`src/rtl/display_pkg.sv`:
```
// Shared definitions for the countdown display: FSM state encoding,
// seven-segment patterns and the largest count that can be shown.
package display_pkg;

    // FSM state type with legacy-style constant encodings
    typedef logic [1:0] state_t;

    localparam state_t ST_IDLE  = 2'd0;
    localparam state_t ST_SHIFT = 2'd1;
    localparam state_t ST_LATCH = 2'd2;

    // Active-low segment patterns, bit order {g,f,e,d,c,b,a}
    localparam logic [6:0] SEG_BLANK = 7'b1111111;

    localparam logic [6:0] SEG_DIGIT [0:9] = '{
        7'b1000000,
        7'b1111001,
        7'b0100100,
        7'b0110000,
        7'b0011001,
        7'b0010010,
        7'b0000010,
        7'b1111000,
        7'b0000000,
        7'b0010000
    };

    // Two digits can show at most 99 seconds
    localparam logic [6:0] MAX_COUNT = 7'd99;

    // Clamp an incoming count so the BCD result always fits in two digits
    function automatic logic [6:0] saturate(input logic [6:0] value);
        return (value > MAX_COUNT) ? MAX_COUNT : value;
    endfunction

endpackage

```
`src/rtl/seg7_decoder.sv`:
```
// Combinational BCD to active-low seven-segment decoder. Codes 10-15 are
// not valid BCD and show as a dark digit.
module seg7_decoder
    import display_pkg::*;
(
    input  logic [3:0] i_bcd,
    output logic [6:0] o_seg
);

    // Table lookup; anything outside 0-9 falls through to blank
    always_comb begin
        o_seg = SEG_BLANK;
        case (i_bcd)
            4'd0:    o_seg = SEG_DIGIT[0];
            4'd1:    o_seg = SEG_DIGIT[1];
            4'd2:    o_seg = SEG_DIGIT[2];
            4'd3:    o_seg = SEG_DIGIT[3];
            4'd4:    o_seg = SEG_DIGIT[4];
            4'd5:    o_seg = SEG_DIGIT[5];
            4'd6:    o_seg = SEG_DIGIT[6];
            4'd7:    o_seg = SEG_DIGIT[7];
            4'd8:    o_seg = SEG_DIGIT[8];
            4'd9:    o_seg = SEG_DIGIT[9];
            default: o_seg = SEG_BLANK;
        endcase
    end

endmodule

```
`src/rtl/countdown_display.sv`:
```
// Two-digit countdown display. A binary count is converted to BCD by a
// one-shift-per-cycle double-dabble engine and latched onto HEX7 (tens)
// and HEX6 (ones). A strobe arriving during a conversion is parked in a
// one-entry pending slot (latest wins). A latched zero blinks the display.
module countdown_display
    import display_pkg::*;
#(
    parameter int BLINK_TICKS = 50_000_000,
    parameter int BLINK_EN    = 1
) (
    input  logic       clk,
    input  logic       rst,
    input  logic [6:0] count_in,
    input  logic       count_valid,
    output logic       busy,
    output logic [6:0] HEX6,
    output logic [6:0] HEX7
);

    localparam int CW = (BLINK_TICKS > 2) ? $clog2(BLINK_TICKS) : 1;
    localparam logic [CW-1:0] BLINK_LAST = CW'(BLINK_TICKS - 1);

    // {tens[3:0], ones[3:0], binary[6:0]} working register of the converter
    state_t        r_state;
    logic [14:0]   r_shift;
    logic [2:0]    r_shiftCnt;
    logic          r_busy;
    logic          r_pendValid;
    logic [6:0]    r_pendValue;
    logic [6:0]    r_segOnes;
    logic [6:0]    r_segTens;
    logic          r_isZero;
    logic          r_blank;
    logic [CW-1:0] r_blinkCnt;

    logic [14:0]   w_adj;
    logic [6:0]    w_segOnes;
    logic [6:0]    w_segTens;

    seg7_decoder u_decTens (
        .i_bcd (r_shift[14:11]),
        .o_seg (w_segTens)
    );

    seg7_decoder u_decOnes (
        .i_bcd (r_shift[10:7]),
        .o_seg (w_segOnes)
    );

    // Add-3 correction of each BCD nibble that would overflow on the next shift
    always_comb begin
        w_adj = r_shift;
        if (r_shift[14:11] >= 4'd5) begin
            w_adj[14:11] = r_shift[14:11] + 4'd3;
        end
        if (r_shift[10:7] >= 4'd5) begin
            w_adj[10:7] = r_shift[10:7] + 4'd3;
        end
    end

    // Conversion FSM: load, seven corrected shifts, then latch the digits.
    // A strobe seen in LATCH is taken directly so no cycle is lost.
    always_ff @(posedge clk) begin
        if (rst) begin
            r_state     <= ST_IDLE;
            r_shift     <= '0;
            r_shiftCnt  <= '0;
            r_busy      <= 1'b0;
            r_pendValid <= 1'b0;
            r_pendValue <= '0;
            r_segOnes   <= SEG_BLANK;
            r_segTens   <= SEG_BLANK;
            r_isZero    <= 1'b0;
        end else begin
            case (r_state)
                ST_IDLE: begin
                    if (count_valid) begin
                        r_shift    <= {8'd0, saturate(count_in)};
                        r_shiftCnt <= '0;
                        r_state    <= ST_SHIFT;
                        r_busy     <= 1'b1;
                    end else if (r_pendValid) begin
                        r_shift     <= {8'd0, r_pendValue};
                        r_shiftCnt  <= '0;
                        r_pendValid <= 1'b0;
                        r_state     <= ST_SHIFT;
                        r_busy      <= 1'b1;
                    end
                end
                ST_SHIFT: begin
                    r_shift    <= w_adj << 1;
                    r_shiftCnt <= r_shiftCnt + 3'd1;
                    if (r_shiftCnt == 3'd6) begin
                        r_state <= ST_LATCH;
                    end
                    if (count_valid) begin
                        r_pendValid <= 1'b1;
                        r_pendValue <= saturate(count_in);
                    end
                end
                ST_LATCH: begin
                    r_segTens  <= w_segTens;
                    r_segOnes  <= w_segOnes;
                    r_isZero   <= (r_shift[14:7] == 8'd0);
                    r_shiftCnt <= '0;
                    if (count_valid) begin
                        r_shift     <= {8'd0, saturate(count_in)};
                        r_pendValid <= 1'b0;
                        r_state     <= ST_SHIFT;
                    end else if (r_pendValid) begin
                        r_shift     <= {8'd0, r_pendValue};
                        r_pendValid <= 1'b0;
                        r_state     <= ST_SHIFT;
                    end else begin
                        r_state <= ST_IDLE;
                        r_busy  <= 1'b0;
                    end
                end
                default: begin
                    r_state <= ST_IDLE;
                    r_busy  <= 1'b0;
                end
            endcase
        end
    end

    // Blink timer: toggles the blank flag every BLINK_TICKS cycles while a
    // zero is shown; every latch restarts it unblanked
    always_ff @(posedge clk) begin
        if (rst) begin
            r_blinkCnt <= '0;
            r_blank    <= 1'b0;
        end else if (r_state == ST_LATCH) begin
            r_blinkCnt <= '0;
            r_blank    <= 1'b0;
        end else if ((BLINK_EN != 0) && r_isZero) begin
            if (r_blinkCnt == BLINK_LAST) begin
                r_blinkCnt <= '0;
                r_blank    <= ~r_blank;
            end else begin
                r_blinkCnt <= r_blinkCnt + CW'(1);
            end
        end
    end

    assign busy = r_busy;
    assign HEX6 = r_blank ? SEG_BLANK : r_segOnes;
    assign HEX7 = r_blank ? SEG_BLANK : r_segTens;

endmodule

```
`config.mk`:
```
export PLATFORM = sky130hd
export DESIGN_NAME = countdown_display
export DESIGN_NICKNAME = d
export VERILOG_FILES = /design/src/rtl/display_pkg.sv /design/src/rtl/seg7_decoder.sv /design/src/rtl/countdown_display.sv
export SDC_FILE = /design/constraint.sdc
export NUM_CORES = 1
export LEC_CHECK = 0
export CAP_MARGIN = 20
export CORE_MARGIN = 3
export CORE_UTILIZATION = 43
export DETAILED_ROUTE_END_ITERATION = 8
export SETUP_SLACK_MARGIN = 0.02
export SLEW_MARGIN = 20
export SYNTH_ARGS = -nofsm -noshare
export SYNTH_HDL_FRONTEND = slang
export SYNTH_HIERARCHICAL = 1
export SYNTH_SLANG_ARGS = --single-unit
```
`constraint.sdc`:
```
create_clock -name clk -period 1.9 [get_ports clk]
set_clock_uncertainty 0.15 [all_clocks]
set_input_delay 0.285 -clock clk [delete_from_list [all_inputs] [get_ports clk]]
set_output_delay 0.285 -clock clk [all_outputs]
set_load 0.05 [all_outputs]
```
==> key figures, run 1 <==
Pwr
  – Worst vdd ir: slightly below 500 µV
  – PD cells: 646.3 mW/mm²
  – Comb pwr share: 8.2%
  – Clock network fraction of total power: 40.0%
  – Reg power frac: between 50 and 60%
  – Static leakage: 1.770 nW
  – Net load switching power: 0.0007353 W
  – Net Sw Frac: about 25%
  – Internal Power: 0.002236 W

Synthesis
  – Post-synthesis xor/xnor area fraction: 7.126%
  – Synth Area in Compound Gates: roughly 15%
  – Post-synthesis sequential area ratio: 38.55%
  – Yosys reg bits: 71
  – Synth top area cells: dfxtp_1, ha_1, xor2_1
  – Yosys warns: 6
  – Commonest cells post-synth: dfxtp_1, nor2_1, nand2_1
  – Top_reg_cell synth: dfxtp_1
  – Top cell type's share of synthesized area: 38.55%
  – Gate Count Post-Synth: about 420
  – Synth Area in Simple Gates: 24.91%
  – Cell taking the most area after synthesis: dfxtp_1
  – Post-synthesis mux area share: 1.629%
  – Netlist cell types: 48
  – Post-synthesis cell area: 0.003687 mm²
  – Most common cell in the netlist: dfxtp_1
  – EDFF count, synth: 0
  – Ys async rst share: 0%
  – Post-synthesis adder-cell area fraction: under 10%
  – Syn avg cell area: 8.758 µm²
  – Syn nets: 449
  – Largest family of logic cells by synthesized area: simple AND/OR/NAND/NOR gates

Detailed routing
  – Routed WL: 7121 µm
  – Vias: 2,952
  – Post-DR wirelength/cell: ~12 µm
  – DRC Markers: 0
  – Vias/cell: 5.098
  – Antenna viol nets, final: 0
  – Initial detailed-routing violation count: just under 90
  – Pre-antenna DRT Iters: 4

Clock network
  – CTS Root Cell: clkbuf_8
  – Clock sink count: 71
  – Clock transition at path regs: roughly 0.080 ns
  – CTS tree: done
  – Cts bufs inserted: 9
  – CTS H-tree lvls: 3
  – Clock tree buffer depth: 2
  – Clock latency on the worst-skew pair: 0.34 ns

Setup path
  – Levels on crit path: 6
  – Reg2reg start: r_blinkCnt[4]
  – CP peak stage delay: 0.51 ns
  – R2R Setup Slk: 0.07 ns
  – Critical-path cell list: and4_4, nand3_2, or4_4, buf_4, xor2_1, nor2_1
  – R2R depth: 6
  – Crit path max fanout: 3
  – CP arrival: 1.91 ns
  – Worst Setup Path Type: register to register
  – CP top delay family: simple AND/OR/NAND/NOR gates
  – CP Launch Type: register
  – RR Endpoint: r_blank
  – Slowest cell on crit path: or4_4
  – Worst setup EP type: register
  – WP data required: 1.97 ns
  – Buf+Inv Stages, Crit Path: 1

GRT
  – GR Overflow Total: 0
  – First-pass GRT wire length: ~13,000 µm
  – Total track usage: roughly 16%
  – Vias in the first global route: approximately 2,800
  – Largest net degree at the start of global routing: 17
  – Initial antenna violation count: 0

Place
  – Post-Place Setup Slack: roughly 0.012 ns
  – Placed insts: 562
  – IO buf count: 24
  – Final Wtd Congestion: 0.7900
  – Post-DP HPWL: 5209 µm

STA
  – Final min period: about 1.8 ns
  – Worst rel slew slack: 66.38%
  – Endpoints failing setup: 0
  – Final Worst Setup Slack: about 0.068 ns
  – Fmax: 545.9 MHz
  – Final setup TNS: 0 ns
  – Endpoints failing hold: 0
  – Final Max Tran Viols: 0
  – Unrepaired setup endpoints after global routing: no
  – Slew @ Worst Pin: 0.5036 ns
  – Period utilisation layout: 96.41%

Die
  – Die Area: 0.009722 mm²
  – Die W: 98.60 µm
  – Core Footprint: 0.008258 mm²
  – Row count: 33
  – Die Y: 98.60 µm
  – Io pins: 25
  – Starting Density: 44.65%

Worst hold path
  – Min-delay src: r_shift[6]
  – Hold depth: 2
  – Hold WC Path Type: register to register
  – Hold endpoint: r_shift[6]

Final layout
  – Area delta synth->final: 24.67%
  – Register area: between 0.001 and 0.0015 mm²
  – Final Net Count: 497
  – Multi-input logic area: roughly 0.0021 mm²
  – Final Non-Filler Cells: 579
  – Ant diodes: 0
  – Layout cells sized above 1: 25.32%
  – FILL cells: around 780

Outcome
  – Status: complete, no violations

Job
  – Max-cap violations: 0
[metal layers]
| layer | global-route usage [%] | part of all wire (%) | wire [µm] | up-vias |
|---|---|---|---|---|
| met5 | 0 | 0 | 0 | - |
| met4 | 5.672 | 0.59 | 42 | 0 |
| met3 | 3.397 | 3.0 | 215 | 2 |
| met2 | 24.75 | 46 | 3301 | 42 |
| met1 | 20.66 | 50 | 3562 | 1358 |
| li1 | - | - | - | 1550 |
[worst max path at each step]
| stage | start | to | slack [ns] |
|---|---|---|---|
| 3_5_place_dp | r_blinkCnt[8] | r_blinkCnt[15] | 0.01 |
| 2_1_floorplan | r_isZero | r_blinkCnt[8] | 0.03 |
| 3_3_place_gp | r_blinkCnt[25] | r_blinkCnt[15] | 0.04 |
| 4_1_cts | r_blinkCnt[25] | r_blinkCnt[15] | 0.02 |
| 5_1_grt | r_blinkCnt[4] | r_blinkCnt[15] | 0.02 |
| 6_report | r_blinkCnt[4] | r_blank | 0.07 |
[cell usage in the layout, fill, tap and decap left out, types with 2 or more instances in the layout]
| master | count |
|---|---|
| a211oi_1 | 2 |
| o21ai_0 | 18 |
| nor4_1 | 2 |
| buf_12 | 17 |
| clkinv_2 | 2 |
| nand2b_1 | 9 |
| clkbuf_8 | 9 |
| nand3_2 | 2 |
| o22a_1 | 14 |
| xnor2_1 | 10 |
| nand3_1 | 14 |
| or2_1 | 2 |
| nor3_1 | 10 |
| nor2_1 | 40 |
| a22oi_1 | 10 |
| and3_1 | 2 |
| inv_1 | 19 |
| and2_1 | 3 |
| xor2_1 | 20 |
| nor4_4 | 2 |
| nor2_2 | 20 |
| ha_1 | 17 |
| nand2_1 | 29 |
| or2_2 | 15 |
| a21o_1 | 3 |
| buf_4 | 32 |
| a221o_1 | 3 |
| maj3_1 | 2 |
| dfxtp_2 | 6 |
| dfxtp_1 | 65 |
| clkinvlp_4 | 2 |
| o211ai_1 | 7 |
| a21oi_1 | 21 |
| nand4_1 | 9 |
| clkdlybuf4s50_1 | 9 |
| mux2i_1 | 6 |
| a21oi_2 | 2 |
[kinds of logic (layout without fill, tap and decap cells)]
group | after synthesis | count (layout)
buffers and inverters | 40 | 93
xor gates and xnor gates | 30 | 30
AOI/OAI and AO/OA | 85 | 85
and+or+nand+nor | 169 | 169
adders and majority gates | 20 | 20
muxes | 6 | 6
DFF | 71 | 71
[power groups by stage]
| stage | Clock [W] | Sequential [W] | Combinational (W) |
|---|---|---|---|
| floorplan | 0 | 0.00157 | 0.000153 |
| global placement | 0 | 0.00157 | 0.000242 |
| detailed placement | 0 | 0.00157 | 0.000246 |
| CTS | 0.00123 | 0.00154 | 0.000247 |
| global route | 0.00130 | 0.00154 | 0.000274 |
| finish | 0.00119 | 0.00154 | 0.000245 |
[sequential cells by signal (all words and copies together), names as in the netlist, 2 cells and up]
signal	cells
r_state	2
r_pendValue	7
r_blinkCnt	26
r_segOnes	7
r_segTens	7
r_shift	15
r_shiftCnt	3
[worst register-to-register path, stage by stage, from the launching register on]
cell     delay, ns
dfxtp_1       0.39
and4_4        0.25
nand3_2       0.08
or4_4         0.51
buf_4         0.15
xor2_1        0.13
nor2_1        0.05
[area by class of cell]
type | count | area share, %
clock buffers | 9 | 2.695
clock inverters | 7 | 1.579
inverters | 19 | 1.551
multi-input cells | 310 | 45.65
flip-flops and latches | 71 | 31.08
well taps | 105 | 2.858
repair buffers | 58 | 14.59
[stage by stage]
step / utilization, % / hold slack (ns) / instance area [µm²] / power (W)
6_report: 55.67 / 0.3071 / 4597 / 0.002971
2_1_floorplan: - / 0.2789 / 3687 / 0.001727
3_3_place_gp: 52.55 / 0.2940 / 4339 / 0.001814
5_1_grt: 55.67 / 0.3414 / 4597 / 0.003118
3_5_place_dp: 52.55 / 0.3001 / 4339 / 0.001820
4_1_cts: 55.03 / 0.3103 / 4544 / 0.003017
[what timing repair did]
action / CTS / global route
setup buffers: 0 / 1
hold buffers: 0 / 0
setup endpoints to repair: 16 / 26
gates resized for setup: 3 / 12
pin swaps: 0 / 3
gates cloned: 0 / 0
Note: power is estimated with default switching activity, not from simulation.
==> inputs of run 2 (changes only) <==
Settings changed: CTS_CLUSTER_DIAMETER set to 120.
==> results of run 2 <==
No change in the layout: final DEF, timing and power equal those of run 1.
==> inputs of run 3 (changes only) <==
Settings changed: CELL_PAD_IN_SITES_DETAIL_PLACEMENT set to 0, CELL_PAD_IN_SITES_GLOBAL_PLACEMENT set to 1, CORE_UTILIZATION 43 to 41, PLACE_DENSITY_LB_ADDON set to 0.1.
==> run 3 against run 2 <==
  * Core utilization is 1.5 points lower
  * Worst setup slack better by 0.032 ns
  * Combinational power is 2% lower
  * Power is 6.2% higher
  * Clock-buffer cell count is 1 higher
  * Register-to-register slack better by 0.03 ns
  * Die area is 4.6% higher
  * Global-route usage is 0.18 points higher
  * Via count is 0.58% lower
  * Highest routed layer unchanged
==> key figures, run 3 (synthesis results as in run 1) <==
Outcome
  – Status: complete, no violations

Clock network
  – Clock tree buffer depth: 2 (unchanged)
  – CTS tree: done
  – Clock sink count: 71 (unchanged)
  – Cts bufs inserted: 9 (unchanged)
  – CTS H-tree lvls: 3 (unchanged)
  – Clock transition at path regs: 0.09 ns (about the same)
  – CTS Root Cell: clkbuf_8
  – Clock latency on the worst-skew pair: 0.35 ns (about the same)

Final layout
  – Biggest register: r_blinkCnt
  – Largest regs: r_blinkCnt (26), r_shift (15)
  – Commonest cells after routing, fill and taps aside: dfxtp_1, nor2_1, buf_4
  – Commonest non-fill, non-tap cell in the layout: dfxtp_1
  – Ant diodes: 0 (unchanged)
  – Register area: 0.001425 mm² (-0.26%)
  – Max reg flops: 26 (unchanged)
  – Fin area: 0.004581 mm² (-0.35%)
  – Layout cells sized above 1: 23.68% (-1.6 points)
  – Multi-input logic area: 0.002072 mm² (-1.3%)
  – Final Net Count: 496 (-0.20%)
  – Area delta synth->final: 24.23%
  – Util after Layout: 54.12% (-1.5 points)
  – Final Non-Filler Cells: 578 (-0.17%)
  – FILL cells: 769 (-0.77%)

STA
  – Worst rel slew slack: 66.21% (-0.17 points)
  – Final Max Tran Viols: 0 (unchanged)
  – Unrepaired setup endpoints after global routing: no
  – Fmax: 555.5 MHz (+1.8%)
  – Period utilisation layout: 94.75% (-1.7 points)
  – Slew @ Worst Pin: 0.5061 ns (+0.002526 ns)
  – Final min period: 1.800 ns (-0.03161 ns)
  – Endpoints failing hold: 0 (unchanged)
  – Final setup TNS: 0 ns (unchanged)
  – Endpoints failing setup: 0 (unchanged)

GRT
  – Initial antenna violation count: 0 (unchanged)
  – Total track usage: 15.69% (+0.18 points)
  – Vias in the first global route: 2,793 (+0.47%)
  – GR Overflow Total: 0 (unchanged)
  – Largest net degree at the start of global routing: 19 (+2)
  – First-pass GRT wire length: 12,680 µm (+0.60%)

Die
  – Die Y: 100.8 µm (+2.3%)
  – Die W: 100.8 µm (+2.3%)
  – Die Area: 0.01017 mm² (+4.6%)
  – Starting Density: 43.56% (-1.1 points)
  – Io pins: 25 (unchanged)
  – Core Footprint: 0.008464 mm² (+2.5%)
  – Row count: 33 (unchanged)

Setup path
  – Worst setup EP type: register
  – CP Launch Type: register
  – Crit path max fanout: 13 (+10)
  – WP data required: 2.00 ns (+0.03 ns)
  – Worst Setup Path Type: register to register
  – CP arrival: 1.90 ns (about the same)

Detailed routing
  – Vias/cell: 5.078 (-0.40%)
  – DRC Markers: 0 (unchanged)
  – Post-DR wirelength/cell: 12.40 µm (+0.86%)
  – Antenna viol nets, final: 0 (unchanged)
  – Routed WL: 7170 µm (+0.69%)
  – Vias: 2,935 (-0.58%)
  – Pre-antenna DRT Iters: 4 (unchanged)
  – Initial detailed-routing violation count: 65 (-27%)

Pwr
  – Power Total: 0.003156 W (+6.2%)
  – Worst vdd ir: 373.6 µV (-24%)
  – Static leakage: 1.772 nW (about the same)
  – PD cells: 688.9 mW/mm² (+6.6%)

Place
  – Placed insts: 561 (-0.18%)
  – Cell Area, Placed: 0.004319 mm² (-0.46%)
  – Post-DP HPWL: 5179 µm (-0.57%)
  – Final Wtd Congestion: 0.7868 (-0.41%)
  – IO buf count: 24 (unchanged)

Job
  – Max-cap violations: 0 (unchanged)

Worst hold path
  – Hold WC Path Type: register to register
[run 3: cell types whose count changed in the layout (fill, tap and decap cells not counted), sizes merged]
cell	previous run	this run
buf	49	48
bufinv	1	2
clkbuf	9	10
clkinv	3	1
[run 3: cell type report]
cell class,instances,area share (%)
Tap cell,105,2.868
Inverter,19,1.557
Multi-Input combinational cell,310,45.23
Sequential cell,71,31.11
Clock inverter,6,2.021
Clock buffer,10,3.005
Timing Repair Buffer,57,14.20
[run 3: final timing paths]
path | slack, ns | from | end | cells after the start
setup / recovery | 0.1 | r_isZero | r_blinkCnt[24] | 6
hold / removal | 0.31 | r_shift[5] | r_shift[5] | 2
setup reg to reg | 0.1 | r_isZero | r_blinkCnt[24] | 6
hold reg to reg | 0.31 | r_shift[5] | r_shift[5] | 2
[run 3: power breakdown]
group | internal, W | leakage [nW] | total (W) | switching, W
clock | 0.000781 | 0.109 | 0.00138 | 0.000597
sequential | 0.00152 | 0.577 | 0.00154 | 0.0000220
combinational | 0.000105 | 1.09 | 0.000239 | 0.000134
total | 0.00240 | 1.77 | 0.00316 | 0.000753
[run 3: metrics by stage]
| stage | setup WS, ns | hold WS (ns) |
|---|---|---|
| floorplan | 0.03243 | 0.2789 |
| detailed placement | -0.003067 | 0.3043 |
| global route | 0.01505 | 0.3292 |
| global placement | 0.03530 | 0.2936 |
| finish | 0.09975 | 0.3084 |
| CTS | 0.03644 | 0.3134 |
[run 3: critical path, cell delays in order (launching register included)]
cell,delay (ns)
dfxtp_1,0.37
and4_1,0.24
nand3_2,0.11
or4_4,0.52
nand2b_4,0.12
buf_12,0.16
nor2_2,0.04
[run 3: what timing repair did]
item	CTS	global route
resized for setup	0	7
setup buffers	0	1
hold buffers	0	0
endpoints found under the setup margin	0	26
[run 3: metal layers]
metal	wire (µm)	vias to the layer above	global-route usage (%)	share of wire, %
li1	-	1550	-	-
met5	0	-	0	0
met3	238	8	3.114	3.3
met4	101	0	6.528	1.4
met1	3580	1334	20.81	50
met2	3250	43	24.86	45
